===== config.mk =====
export PLATFORM = sky130hd
export DESIGN_NAME = cpu_sequencer
export DESIGN_NICKNAME = d
export VERILOG_FILES = /design/src/rtl/cpu_ctrl_pkg.sv /design/src/rtl/cpu_sequencer_decode.sv /design/src/rtl/cpu_sequencer.sv
export SDC_FILE = /design/constraint.sdc
export NUM_CORES = 1
export LEC_CHECK = 0
export ABC_AREA = 0
export ABC_CLOCK_PERIOD_IN_PS = 1450
export CELL_PAD_IN_SITES_DETAIL_PLACEMENT = 1
export CELL_PAD_IN_SITES_GLOBAL_PLACEMENT = 1
export CORE_AREA = 2 2 44 46
export DETAILED_ROUTE_END_ITERATION = 7
export DIE_AREA = 0 0 46 48
export PLACE_DENSITY = 0.81
export SETUP_SLACK_MARGIN = 0.05
export SYNTH_ARGS = -nofsm -noshare
export SYNTH_HDL_FRONTEND = slang
export SYNTH_SLANG_ARGS = --single-unit
export TNS_END_PERCENT = 1

===== constraint.sdc =====
create_clock -name clk -period 1.45 [get_ports clk]
set_input_delay 0.29 -clock clk [delete_from_list [all_inputs] [get_ports clk]]
set_output_delay 0.29 -clock clk [all_outputs]
set_load 0.05 [all_outputs]

===== src/rtl/cpu_ctrl_pkg.sv =====
// Shared control-word definitions for the CPU controller front end:
// sequencer states, ALU op encodings and control-word field positions.
package cpu_ctrl_pkg;

  typedef enum logic [1:0] {
    IDLE  = 2'd0,
    FETCH = 2'd1,
    EXEC  = 2'd2,
    DONE  = 2'd3
  } seq_state_t;

  localparam logic [1:0] ALU_AND = 2'b00;
  localparam logic [1:0] ALU_OR  = 2'b01;
  localparam logic [1:0] ALU_XOR = 2'b10;
  localparam logic [1:0] ALU_ADD = 2'b11;

  localparam int ALU_SEL_HI = 3;
  localparam int ALU_SEL_LO = 2;
  localparam int MUX_BIT    = 1;
  localparam int LOAD_BIT   = 0;

  // Terminates a program; the word itself is never executed.
  localparam logic [3:0] HALT_WORD = 4'b0000;

endpackage


===== src/rtl/cpu_sequencer_decode.sv =====
// Combinational split of a latched control word into its datapath fields.
module ctrl_word_decode
  import cpu_ctrl_pkg::*;
(
  input  logic [3:0] instr,
  output logic [1:0] alu_sel,
  output logic       mux_sel,
  output logic       load_raw
);

  assign alu_sel  = instr[ALU_SEL_HI:ALU_SEL_LO];
  assign mux_sel  = instr[MUX_BIT];
  assign load_raw = instr[LOAD_BIT];

endmodule


===== src/rtl/cpu_sequencer.sv =====
// Microsequencer: walks the PC through the control ROM on a start/done
// handshake, latching each word and gating its load with the datapath stall.
module cpu_sequencer
  import cpu_ctrl_pkg::*;
#(
  parameter int ADDR_W = 3,
  parameter int WORD_W = 4
) (
  input  logic              clk,
  input  logic              rst_n,
  input  logic              start,
  input  logic              stall,
  output logic [ADDR_W-1:0] rom_addr,
  input  logic [WORD_W-1:0] rom_data,
  output logic [1:0]        alu_sel,
  output logic              mux_sel,
  output logic              load,
  output logic              busy,
  output logic              done
);

  localparam logic [ADDR_W-1:0] PC_LAST = '1;

  seq_state_t        state_reg, state_next;
  logic [ADDR_W-1:0] pc_reg, pc_next;
  logic [WORD_W-1:0] instr_reg, instr_next;
  logic              load_raw;

  ctrl_word_decode u_decode (
    .instr    (instr_reg),
    .alu_sel  (alu_sel),
    .mux_sel  (mux_sel),
    .load_raw (load_raw)
  );

  always_ff @(posedge clk) begin
    if (!rst_n) begin
      state_reg <= IDLE;
      pc_reg    <= '0;
      instr_reg <= '0;
    end else begin
      state_reg <= state_next;
      pc_reg    <= pc_next;
      instr_reg <= instr_next;
    end
  end

  always_comb begin
    state_next = state_reg;
    pc_next    = pc_reg;
    instr_next = instr_reg;
    load       = 1'b0;
    busy       = 1'b0;
    done       = 1'b0;
    case (state_reg)
      IDLE: begin
        pc_next = '0;
        if (start) state_next = FETCH;
      end
      FETCH: begin
        busy       = 1'b1;
        instr_next = rom_data;
        state_next = (rom_data == HALT_WORD) ? DONE : EXEC;
      end
      EXEC: begin
        busy = 1'b1;
        // A stalled word is simply re-presented next cycle with its fields held.
        if (!stall) begin
          load = load_raw;
          if (pc_reg == PC_LAST) begin
            state_next = DONE;
          end else begin
            pc_next    = pc_reg + 1'b1;
            state_next = FETCH;
          end
        end
      end
      DONE: begin
        done       = 1'b1;
        pc_next    = '0;
        state_next = IDLE;
      end
      default: state_next = IDLE;
    endcase
  end

  assign rom_addr = pc_reg;

endmodule


### Yosys cells after proc, flatten, opt, wreduce, memory -nomap -nowiden

Index checks and enable logic that the tools add are counted.

* bits in registers: 9
* word-level logic and storage cells: 30

* add/subtract/negate cells: 1
* equality and inequality tests: 7
* multiplexer cells: 12
* reductions and logical operators: 7

Operator list (count)
* $pmux 2 s4: 1
* $mux 2: 3
* $mux 3: 2
* $ne 2x2->1 const B: 3
* $pmux 3 s2: 1
* $mux 1: 5
* $eq 2x2->1 const B: 2
* $logic_not 4->1: 1
* $reduce_or 2->1: 2
* $add 3x1->3 const B: 1
* $eq 3x3->1 const B: 1
* $reduce_and 3->1: 1
* $eq 2x1->1 const B: 1
* $logic_not 2->1: 1
* $reduce_and 2->1: 1
* $reduce_bool 2->1: 1

### Longest topological paths before layout

* depth in word-level cells: 4
* gate-level depth with buffers: 6

### Hierarchy

Synthesis repeated with hierarchy kept, for this count alone.

* cells, all modules: 55
* area total of the unflattened synthesis: 533.0 um^2

By module, submodules not included
* cpu_sequencer: instances 1, cells each 51, area each 503.0 um^2
* ctrl_word_decode: instances 1, cells each 4, area each 30.0 um^2

### Least setup slack after synthesis

Ideal clock, no wire load.

* kind: register to register
* start point: register pc_reg[0] (netlist: rom_addr[0])
* end point: register pc_reg[0] (netlist: rom_addr[0])
* setup time: 0.089 ns
* arrival time: 1.528 ns
* required time: 1.361 ns
* path slack: -0.167 ns
* stages on the path, launching flop included: 6
* period minus slack after synthesis: 1.617 ns
* cell sequence: dfxtp_1 ha_1 ha_1 nor3b_4 nand2_2 o32ai_2

* cells in the longest elaborated chain, start to end: 4

Ends and longest elaborated chain
* start, declared: line cpu_sequencer.sv:25 `logic [ADDR_W-1:0] pc_reg, pc_next;`
* start signal, assigned: line cpu_sequencer.sv:43 `pc_reg <= pc_next;`
* $add 3x1->3: line cpu_sequencer.sv:73 `pc_next = pc_reg + 1'b1;`
* $mux 3: line cpu_sequencer.sv:70 `if (pc_reg == PC_LAST) begin`
* $mux 3: line cpu_sequencer.sv:68 `if (!stall) begin`
* $pmux 3 s2: line cpu_sequencer.sv:55 `case (state_reg)`

Parallel ways exist; a longest one is shown, timed or not. The select of a mux whose other input is x is not followed.
A chain may end at the register's enable or synchronous reset.

### Worst setup path after layout

* start point: register state_reg[0]
* end point: output load

* cells in the longest elaborated chain, start to end: 2

Ends and longest elaborated chain
* start, declared: line cpu_sequencer.sv:24 `seq_state_t state_reg, state_next;`
* start signal, assigned: line cpu_sequencer.sv:42 `state_reg <= state_next;`
* $eq 2x2->1: line cpu_sequencer.sv:55
* $mux 1: line cpu_sequencer.sv:55
* end, declared: line cpu_sequencer.sv:17 `output logic load,`

Every way passes these cells.

==> flow_metrics.py <==
metrics = {
    "sta": {
        "skew_ns": 0.0008796,
        "max_clock_freq_mhz": 683.4,
        "rsz0062_at_grt": "yes",
        "period_needed_ns": 1.463,
        "postLayoutSetupSlackWorst_ns": -0.01323,
        "finalCritPeriodShare_pct": 100.9,
        "holdWs_ns": 0.4981,
        "hold_viol_final": 0,
        "final_max_slew_viol_count": 0,
        "max-slew-margin-rel_pct": 82.17,
        "tightest_slew_ns": 0.2651,
        "setup_viol": 1,
    },
    "yosys": {
        "ys_top_cells_by_area": "dfxtp_1, ha_1, mux2i_1, nand3_1, nor3b_4",
        "synth.distinct_cells": 21,
        "synth_top_area_share_pct": 35.82,
        "yosysSeqAreaShare_pct": 35.82,
        "netlist_instances": 51,
        "ys_warn_count": 0,
        "synth_area_leader_cell": "dfxtp_1",
        "synth.avg_cell_area_um2": 9.862,
        "netlist_area_um2": 503.0,
        "yosys_register_bits": 9,
        "syn_nets": 66,
    },
    "die": {
        "top_level_ports": 17,
        "design.die.area_um2": 2208,
        "initial_utilization_pct": 29.78,
        "die_y_um": 48,
        "core_um2": 1689,
        "die_w_um": 46,
        "core.rowCount": 15,
    },
    "setup_path": {
        "r2r-end": "rom_addr[0]$_SDFFE_PN0P_",
        "cp_max_fo": 3,
        "r2r-start": "rom_addr[0]$_SDFFE_PN0P_",
        "cp-start-kind": "flip-flop",
        "r2r_slack_ns": 0.07,
        "reg2regPathDepth": 5,
        "cp-end-kind": "output port",
        "crit_slowest_cell": "dfxtp_2",
        "crit_chain": "inv_4, ha_4, and3b_2, buf_12",
        "arrival_ns": 1.17,
        "cp.required_ns": 1.16,
        "critical_path_class": "reg2out",
        "max_stage_delay_ns": 0.35,
    },
    "cells_and_area": {
        "area_delta_synth_final_pct": 82.84,
        "diodes": 0,
        "multi_input_area_um2": 346.6,
        "finalNetCount": 95,
        "drive_gt1_share_pct": 44.30,
        "largest_reg_flops": 4,
        "seq_area_um2": 192.7,
        "final_core_utilization_pct": 54.44,
        "fillCellCount": 173,
    },
    "placed_design": {
        "place.gp.congestion": 0.8411,
        "port_buffers": 16,
        "dp_hpwl_um": 1158,
    },
    "cts": {
        "cts_buffers": 3,
        "cts.sinks": 9,
        "cts-htree-levels": 1,
        "cts_max_path_buffers": 2,
        "clk_pin_slew_ns": 0.07,
        "cts_tree": "yes",
        "root_buffer": "clkbuf_4",
        "clk_latency_ns": 0.27,
    },
    "global_route": {
        "gr-total-overflow": 0,
        "grt_max_degree": 7,
        "grt_pass1_vias": 510,
        "grt_pass1_wl_um": 2311,
        "antenna_found_initial": 0,
        "grt_usage_pct": 15.28,
    },
    "pwr": {
        "switching_share_pct": 41.69,
        "power_density_nw_per_um2": 1699,
        "pwr-share-seq_pct": 23.5,
        "leakagePower_nw": 0.3706,
        "switchingPower_uw": 651.4,
        "combPwrFrac_pct": 63.3,
        "vdd_drop_max_mv": 0.7093,
        "p_int_uw": 911.0,
        "clockPowerShare_pct": 13.2,
    },
    "routing": {
        "dr_total_vias": 480,
        "drc": 0,
        "drt_iter0_markers": 3,
        "routed_via_density": 5.000,
        "routed_wl_um": 1458,
        "ant_nets": 0,
        "dr.pass1.iters": 4,
        "wl_per_cell_um": 15.19,
    },
    "run_status": {
        "status": "finished with violations",
        "violations": "negative setup slack",
    },
    "worst_hold_path": {
        "min_path_cells": 1,
        "holdPathEnd": "rom_addr[0]$_SDFFE_PN0P_",
        "hp-class": "reg2reg",
        "hp-start": "rom_addr[0]$_SDFFE_PN0P_",
    },
    "job": {
        "maxCapViolations": 0,
    },
}
==> Yosys cell counts <==
master	count
o311a_1	1
a31o_1	1
nand2_1	3
ha_1	7
nor4_1	1
nand2_2	1
nor3b_4	1
inv_1	3
nand2b_1	2
a21boi_1	1
or2_1	2
dfxtp_1	9
o22ai_1	2
and3b_2	1
o21ai_0	1
nor2_1	4
mux2i_1	4
o32ai_2	1
a31oi_1	1
nand3_1	4
buf_2	1
==> per-layer routing <==
metal	GRT usage, %	vias up	wire length [um]
met3	3.019	6	42
met4	10.86	0	51
li1	-	237	-
met1	16.48	224	554
met2	26.67	13	809
met5	0	-	0
==> layout by cell type (no fill, tap or decap), drive strengths merged <==
master / n
nand3: 4
buf: 18
o22ai: 2
a31oi: 1
dlygate4sd2: 1
nor3b: 1
nor2: 4
clkdlybuf4s50: 6
nand2b: 2
inv: 3
ha: 7
o32ai: 1
o21ai: 1
or2: 2
a31o: 1
and3b: 1
dfxtp: 9
o311a: 1
nor4: 1
clkbuf: 4
mux2i: 4
nand2: 4
a21boi: 1
==> cell families after synthesis <==
group	Yosys count	synth area share, %
AND/OR/NAND/NOR	19	22.39
flip-flops	9	35.82
AO/OA/AOI/OAI	8	13.19
adder cells (fa/ha/maj)	7	17.41
buffers and inverters	4	3.233
multiplexers	4	7.961
==> through the flow <==
step / TNS, ns / power [mW] / cell area (um^2) / setup slack [ns] / cells
4_1_cts: -0.02783 / 1.564 / 912.1 / -0.02783 / 95
6_report: -0.01323 / 1.562 / 919.6 / -0.01323 / 96
3_3_place_gp: -0.01487 / 1.244 / 844.6 / -0.008129 / 90
5_1_grt: -0.05959 / 1.645 / 919.6 / -0.05364 / 96
2_1_floorplan: 0 / 0.8843 / 525.5 / 0.06464 / 51
3_5_place_dp: -0.1936 / 1.278 / 844.6 / -0.07310 / 90
==> area by class of cell <==
| type | count | area share [%] |
|---|---|---|
| multi-input combinational | 38 | 37.69 |
| tap | 17 | 2.313 |
| sequential | 9 | 20.95 |
| clock buffer | 4 | 2.857 |
| timing repair buffer | 25 | 34.42 |
| inverter | 3 | 1.769 |
==> power by group through the flow <==
stage	logic, mW	registers [mW]	clock network, mW
3_3_place_gp	0.903	0.341	0
2_1_floorplan	0.472	0.412	0
5_1_grt	1.05	0.372	0.225
3_5_place_dp	0.931	0.347	0
6_report	0.989	0.367	0.207
4_1_cts	0.979	0.368	0.216
==> timing repair <==
action                     in CTS  in global routing
hold buffers                    0                  0
pin swaps                       2                  1
hold endpoints to repair        0                  0
setup buffers                   1                  1
setup endpoints to repair       3                  6
gates resized for setup        12                  0
==> how the worst max path moves through the flow <==
stage,start,to,cells past startpoint
6_report,state_reg[0]$_SDFFE_PN0P_,load,4
5_1_grt,state_reg[0]$_SDFFE_PN0P_,load,4
4_1_cts,state_reg[0]$_SDFFE_PN0P_,load,4
3_5_place_dp,stall,rom_addr[0]$_SDFFE_PN0P_,5
3_3_place_gp,stall,rom_addr[0]$_SDFFE_PN0P_,5
2_1_floorplan,rom_addr[0]$_SDFFE_PN0P_,rom_addr[0]$_SDFFE_PN0P_,5
==> worst max-delay path: cells and delay by family, from the launching register on <==
family,cells,cell delay [ns]
fa+ha+maj,1,0.15
buf+inv,2,0.20
flops,1,0.35
simple gates,1,0.20
Note: power is estimated with default switching activity, not from simulation.
